## config.mk

```make
export PLATFORM = sky130hd
export DESIGN_NAME = apb_cmd_master
export DESIGN_NICKNAME = d
export VERILOG_FILES = /design/src/rtl/apb_cmd_master.sv
export SDC_FILE = /design/constraint.sdc
export NUM_CORES = 1
export LEC_CHECK = 0
export ABC_AREA = 1
export CAP_MARGIN = 20
export CORE_MARGIN = 3
export CORE_UTILIZATION = 40
export CTS_BUF_LIST = sky130_fd_sc_hd__clkbuf_8 sky130_fd_sc_hd__clkbuf_16
export CTS_CLUSTER_SIZE = 14
export DETAILED_ROUTE_END_ITERATION = 16
export HOLD_SLACK_MARGIN = 0.15
export PLACE_DENSITY = 0.8
export SETUP_SLACK_MARGIN = 0.3
export SYNTH_ARGS = -nofsm -noshare
export SYNTH_HDL_FRONTEND = slang
export SYNTH_SLANG_ARGS = --single-unit
```

## constraint.sdc

```tcl
create_clock -name PCLK -period 1.78 [get_ports PCLK]
set_input_delay 0.267 -clock PCLK [delete_from_list [all_inputs] [get_ports PCLK]]
set_output_delay 0.267 -clock PCLK [all_outputs]
set_load 0.01 [all_outputs]
```

## src/rtl/apb_cmd_master.sv

```systemverilog
// apb_cmd_master: valid/ready command stream to single APB4 transfers, one outstanding.
// Define APB_CMD_MASTER_TIMEOUT_EN to abort ACCESS after TIMEOUT cycles without PREADY.
module apb_cmd_master #(
  parameter int ADDRWIDTH = 16,
  parameter int TIMEOUT   = 255
) (
  input  logic                 PCLK,
  input  logic                 PRESET,
  input  logic                 cmd_valid,
  output logic                 cmd_ready,
  input  logic                 cmd_write,
  input  logic [ADDRWIDTH-1:0] cmd_addr,
  input  logic [31:0]          cmd_wdata,
  input  logic [3:0]           cmd_strb,
  input  logic [2:0]           cmd_prot,
  output logic                 rsp_valid,
  input  logic                 rsp_ready,
  output logic [31:0]          rsp_rdata,
  output logic                 rsp_err,
  output logic                 rsp_timeout,
  output logic                 PSEL,
  output logic                 PENABLE,
  output logic [ADDRWIDTH-1:0] PADDR,
  output logic                 PWRITE,
  output logic [31:0]          PWDATA,
  output logic [3:0]           PSTRB,
  output logic [2:0]           PPROT,
  input  logic [31:0]          PRDATA,
  input  logic                 PREADY,
  input  logic                 PSLVERR
);
  typedef enum logic [1:0] {IDLE, SETUP, ACCESS, RESP} state_t;
  state_t               state_q;
  logic                 psel_q, penable_q, pwrite_q, rsp_valid_q, rsp_err_q, rsp_to_q;
  logic [ADDRWIDTH-1:0] paddr_q;
  logic [31:0]          pwdata_q, rdata_q;
  logic [3:0]           pstrb_q;
  logic [2:0]           pprot_q;
`ifdef APB_CMD_MASTER_TIMEOUT_EN
  logic [15:0]          cnt_q;
`endif
  if (TIMEOUT < 1 || TIMEOUT > 65535) begin : g_bad_timeout
    $error("TIMEOUT must be 1..65535");
  end
  assign cmd_ready   = (state_q == IDLE) && !PRESET;
  assign rsp_valid   = rsp_valid_q;
  assign rsp_rdata   = rdata_q;
  assign rsp_err     = rsp_err_q;
  assign rsp_timeout = rsp_to_q;
  assign PSEL        = psel_q;
  assign PENABLE     = penable_q;
  assign PADDR       = paddr_q;
  assign PWRITE      = pwrite_q;
  assign PWDATA      = pwdata_q;
  assign PSTRB       = pstrb_q;
  assign PPROT       = pprot_q;
  always_ff @(posedge PCLK) begin
    if (PRESET) begin
      state_q     <= IDLE;
      psel_q      <= 1'b0;
      penable_q   <= 1'b0;
      paddr_q     <= '0;
      pwrite_q    <= 1'b0;
      pwdata_q    <= '0;
      pstrb_q     <= '0;
      pprot_q     <= '0;
      rsp_valid_q <= 1'b0;
      rdata_q     <= '0;
      rsp_err_q   <= 1'b0;
      rsp_to_q    <= 1'b0;
`ifdef APB_CMD_MASTER_TIMEOUT_EN
      cnt_q       <= '0;
`endif
    end else begin
      case (state_q)
        IDLE: if (cmd_valid) begin
          paddr_q  <= cmd_addr & ~ADDRWIDTH'(3);
          pwrite_q <= cmd_write;
          pwdata_q <= cmd_wdata;
          pstrb_q  <= cmd_write ? cmd_strb : 4'b0000;
          pprot_q  <= cmd_prot;
          psel_q   <= 1'b1;
          state_q  <= SETUP;
        end
        SETUP: begin
          penable_q <= 1'b1;
          state_q   <= ACCESS;
`ifdef APB_CMD_MASTER_TIMEOUT_EN
          cnt_q     <= '0;
`endif
        end
        ACCESS: if (PREADY) begin
          psel_q      <= 1'b0;
          penable_q   <= 1'b0;
          rsp_valid_q <= 1'b1;
          rdata_q     <= pwrite_q ? 32'h0 : PRDATA;
          rsp_err_q   <= PSLVERR;
          rsp_to_q    <= 1'b0;
          state_q     <= RESP;
        end
`ifdef APB_CMD_MASTER_TIMEOUT_EN
        // counter would reach TIMEOUT on this edge with the slave still stalling
        else if (cnt_q == 16'(TIMEOUT - 1)) begin
          psel_q      <= 1'b0;
          penable_q   <= 1'b0;
          rsp_valid_q <= 1'b1;
          rdata_q     <= 32'h0;
          rsp_err_q   <= 1'b1;
          rsp_to_q    <= 1'b1;
          state_q     <= RESP;
        end else cnt_q <= cnt_q + 16'd1;
`endif
        RESP: if (rsp_ready) begin
          rsp_valid_q <= 1'b0;
          state_q     <= IDLE;
        end
      endcase
    end
  end
endmodule

```

After elaboration in Yosys (flattened, before gate mapping):

Cells that the tools add are included.

* multiplexer cells: 13
* reduce and logical (&&, ||, !) cells: 12
* equality and inequality tests: 6

Operators with widths (count)
* 2-to-1 mux 32 bit: 1
* AND reduction 3 bit: 3
* case mux 2 bit (4 select lines): 1
* 2-to-1 mux 2 bit: 3
* inequality test 2 bit (second input constant): 3
* case mux 1 bit (2 select lines): 3
* AND reduction 2 bit: 3
* nonzero test 2 bit: 3
* == test 2 bit (second input constant): 2
* 2-to-1 mux 1 bit: 4
* 2-to-1 mux 4 bit: 1
* == test 2 x 1 -> 1 bit (second input constant): 1
* zero test 2 bit: 1
* logical AND 1 bit: 1
* zero test 1 bit: 1

* output and inout bits: 94
* bits in registers: 92

Longest topological paths before layout:

* depth after elaboration: 3
* mapped depth: 8
* gate-level depth less buffers: 8

Worst setup path before layout:

No wires, ideal clock.

* path kind: register to register
* start: register state_q[0]
* end: register pwrite_q (netlist: PWRITE)
* arrival: 1.149 ns
* slack: 0.517 ns
* clock period less this slack: 1.263 ns
* stages on the path, launching flop included: 8
* library setup time: 0.115 ns
* path through: dfxtp_1 -> inv_1 -> ha_1 -> nand2_4 -> inv_6 -> buf_8 -> nor2_1 -> o21a_1

* cells in the longest elaborated chain, start to end: 2

Ends and longest elaborated chain
* start: declaration: line 33 `state_t state_q;`
* start signal: assignment: line 59 `state_q <= IDLE;`
* start signal: assignment: line 83 `state_q <= SETUP;`
* start signal: assignment: line 87 `state_q <= ACCESS;`
* zero test 2 bit: line 75 `case (state_q)`
* AND reduction 2 bit (no source line)
* end signal: assignment: line 78 `pwrite_q <= cmd_write;`
* end: declaration: line 34 `logic psel_q, penable_q, pwrite_q, rsp_valid_q, rsp_err_q, rsp_to_q;`

No other way between the ends.
A chain may end at the register's enable or synchronous reset.

Worst setup path after layout:

* start: register state_q[1]
* end: output cmd_ready

* cells in the longest elaborated chain, start to end: 2

Ends and longest elaborated chain
* zero test 2 bit: line 45 `assign cmd_ready = (state_q == IDLE) && !PRESET;`
* logical AND 1 bit: line 45
* end: declaration: line 10 `output logic cmd_ready,`

No other way between the ends.

==> impl_metrics.ini <==
[outcome]
status = completed

[setup_path]
cp-endpoint = cmd_ready
r2r_end = PSEL$_SDFFE_PP0P_
critPathKind = reg -> out
path_buf_inv = 3
r2r_slack_ps = 410
path_depth = 5
crit_fanout = 3
crit_path_end_kind = output port
critPathLaunchType = flop
cp.required_ps = 1510
slowest_delay_ps = 360
critPathLaunch = state_q[1]$_SDFFE_PP0P_
arrival_ps = 1170
r2r_cells = 8
path_cells = inv_4, ha_4, inv_2, nor2_2, buf_2
worst_path_max_delay_cell = dfxtp_4
crit_family = flip-flops
r2r_start = state_q[0]$_SDFFE_PP0P_

[layout]
seq_area_um2 = 1850
drive_gt1_share_pct = 17.1
multi_input_area_um2 = 1660
fill_cells = 777
utilization_pct = 65.8
design_area_um2 = 5880
nets = 721
final_cells = 733
antenna_cells = 0
area_growth_pct = 56.7

[grt]
grt_pass1_vias = 3486
use_met3_pct = 6.90
antenna_found_initial = 0
grtUsageMet1_pct = 22.0
grt_pass1_wl_mm = 16.5
grt_max_degree = 40
gr-usage-met2_pct = 34.3
busiest_layer = met2
grt_overflow = 0
grt_util_all_layers_pct = 19.4

[sta]
period_share_pct = 80.5
setup_viol_count_final = 0
hold_ws_ps = 363
tns_ps = 0
slew_violations = 0
max_freq_mhz = 697
setup_slack_ps = 346
min_period_ps = 1430
finalHoldViolations = 0
rsz0062_at_grt = true
fin_skew_ps = 10.1

[logic_synthesis]
synthXorXnorAreaFrac_pct = 0
ys_seq_elements = 92
synthMuxAreaShare_pct = 0
ys.warnings.count = 0
synth_async_sr_flop_share_pct = 0
postSynthCellCount = 441
synth_compound_area_share_pct = 15.0
synthAdderAreaFrac_pct = 2.00
synth_top_family_by_area = simple AND/OR/NAND/NOR gates
synth-main-ff-cell = dfxtp_1
synth_edf_count = 0
yosys.area_share.simple_pct = 25.8
synth.yosys.seq_area_share_pct = 49.1
syn-cell-area_um2 = 3750
syn_avg_cell_area_um2 = 8.51
synthDistinctLibCells = 25

[cts]
clock_latency_ps = 330
clockBufferDepth = 2
cts_tree = built
numCtsBuffers = 9
cts_max_level = 3
root_buffer = clkbuf_8
clock_sinks = 92
path_clk_slew_ps = 90

[floorplanning]
floorplan.initialDensity_pct = 42.0
die_x_um = 103
die_area_um2 = 10600
io_pins = 188
fp-row-count = 34
die_h_um = 103
coreArea_um2 = 8930

[placed_design]
gp_congestion = 0.732
port_buffers = 182
dpl_cell_area_um2 = 5610
dp_hpwl_mm = 7.61
dp_worst_setup_slack_ps = 84.9
dp_cells = 712

[worst_hold_path]
min_from = PRESET
hold_class = in -> reg

[drt]
route.detailed.drc = 0
dr_total_vias = 3512
dr.pass1.iters = 6
drtAntennaViolNets = 0
wire_per_inst_um = 14.3
routed_wl_mm = 10.5
vias_per_cell = 4.79
drt-initial-drc-count = 73

[power]
powerDensity_nw_per_um2 = 1260
ir_drop_uv = 609
power_mw = 7.42
leakagePower_nw = 2.60

[run]
cap_violations = 0
==> synthesized netlist by cell type, types with 2 or more instances <==
master	number	area (µm²)
dfxtp_1	92	1840
nand3_2	29	290
nand3_1	5	25.0
a21oi_2	29	254
inv_2	2	7.51
buf_4	3	22.5
clkbuf_2	5	25.0
nor2_1	110	413
inv_1	12	45.0
buf_2	15	75.1
a21oi_1	8	40.0
buf_8	4	60.1
o21ai_0	52	260
buf_6	4	45.0
ha_1	6	75.1
nand2_1	56	210
==> power breakdown <==
| group | switching, mW | internal, mW |
|---|---|---|
| sequential | 0.214 | 2.52 |
| combinational | 1.61 | 1.32 |
| clock | 0.692 | 1.06 |
| total | 2.52 | 4.90 |
==> state kept, by name, summed over array words and instances, names as in the netlist <==
signal,count
PPROT,3
PWDATA,32
rsp_rdata,32
PENABLE,1
PWRITE,1
rsp_err,1
PADDR,14
state_q,2
PSEL,1
PSTRB,4
rsp_valid,1
==> cell type report <==
class                   count  area share (%)
multi-input cells         303            28.2
well taps                 108            2.30
clock buffers               9            2.11
clock inverters             6            2.19
repair buffers            198            32.1
inverters                  16            1.36
repair inverters            1           0.277
flip-flops and latches     92            31.4
==> worst min-delay path, cell delays in order <==
cell,delay [ps]
buf_2,140
buf_4,210
a21oi_2,40
==> routing by layer <==
metal  vias to the layer above  part of all wire (%)
li1                       1773                     -
met1                      1586                    39
met2                       139                    50
met3                        14                   9.3
met4                         0                   1.7
met5                         -                     0
==> cell usage in the layout (no fill, tap or decap), drive strengths merged <==
master         instances
or2                    1
ha                     6
nor2                 111
bufinv                 4
inv                   16
dlymetal6s2s           1
conb                   3
clkbuf                 9
o21ai                 52
nand2                 58
nand3                 34
a21oi                 37
clkdlybuf4s50         90
o21a                   1
dlygate4sd2           89
clkinv                 3
buf                   18
dfxtp                 92
==> how the worst min path moves through the flow <==
stage                                      to  slack, ps  cells after the start
finish              rsp_rdata[7]$_SDFFE_PP0P_        360                      3
global route        rsp_rdata[4]$_SDFFE_PP0P_        350                      3
CTS                 rsp_rdata[7]$_SDFFE_PP0P_        340                      3
detailed placement  rsp_rdata[0]$_SDFFE_PP0P_        450                      2
global placement    rsp_rdata[0]$_SDFFE_PP0P_        450                      2
floorplan               PSTRB[0]$_SDFFE_PP0P_        410                      2
==> logic make-up (layout without fill, tap and decap cells) <==
family | after synthesis | count (layout)
buffers and inverters | 48 | 230
other | 1 | 3
adder cells (fa/ha/maj) | 6 | 6
flip-flops | 92 | 92
AO/OA/AOI/OAI | 90 | 90
AND/OR/NAND/NOR | 204 | 204
==> timing repair <==
action,4_1_cts,5_1_grt
pin swaps,1,2
gates resized for setup,106,8
gates cloned,1,0
hold buffers,0,0
buffers inserted,2,3
setup endpoints to repair,159,35
No activity file was read; power rests on OpenSTA's default activity.
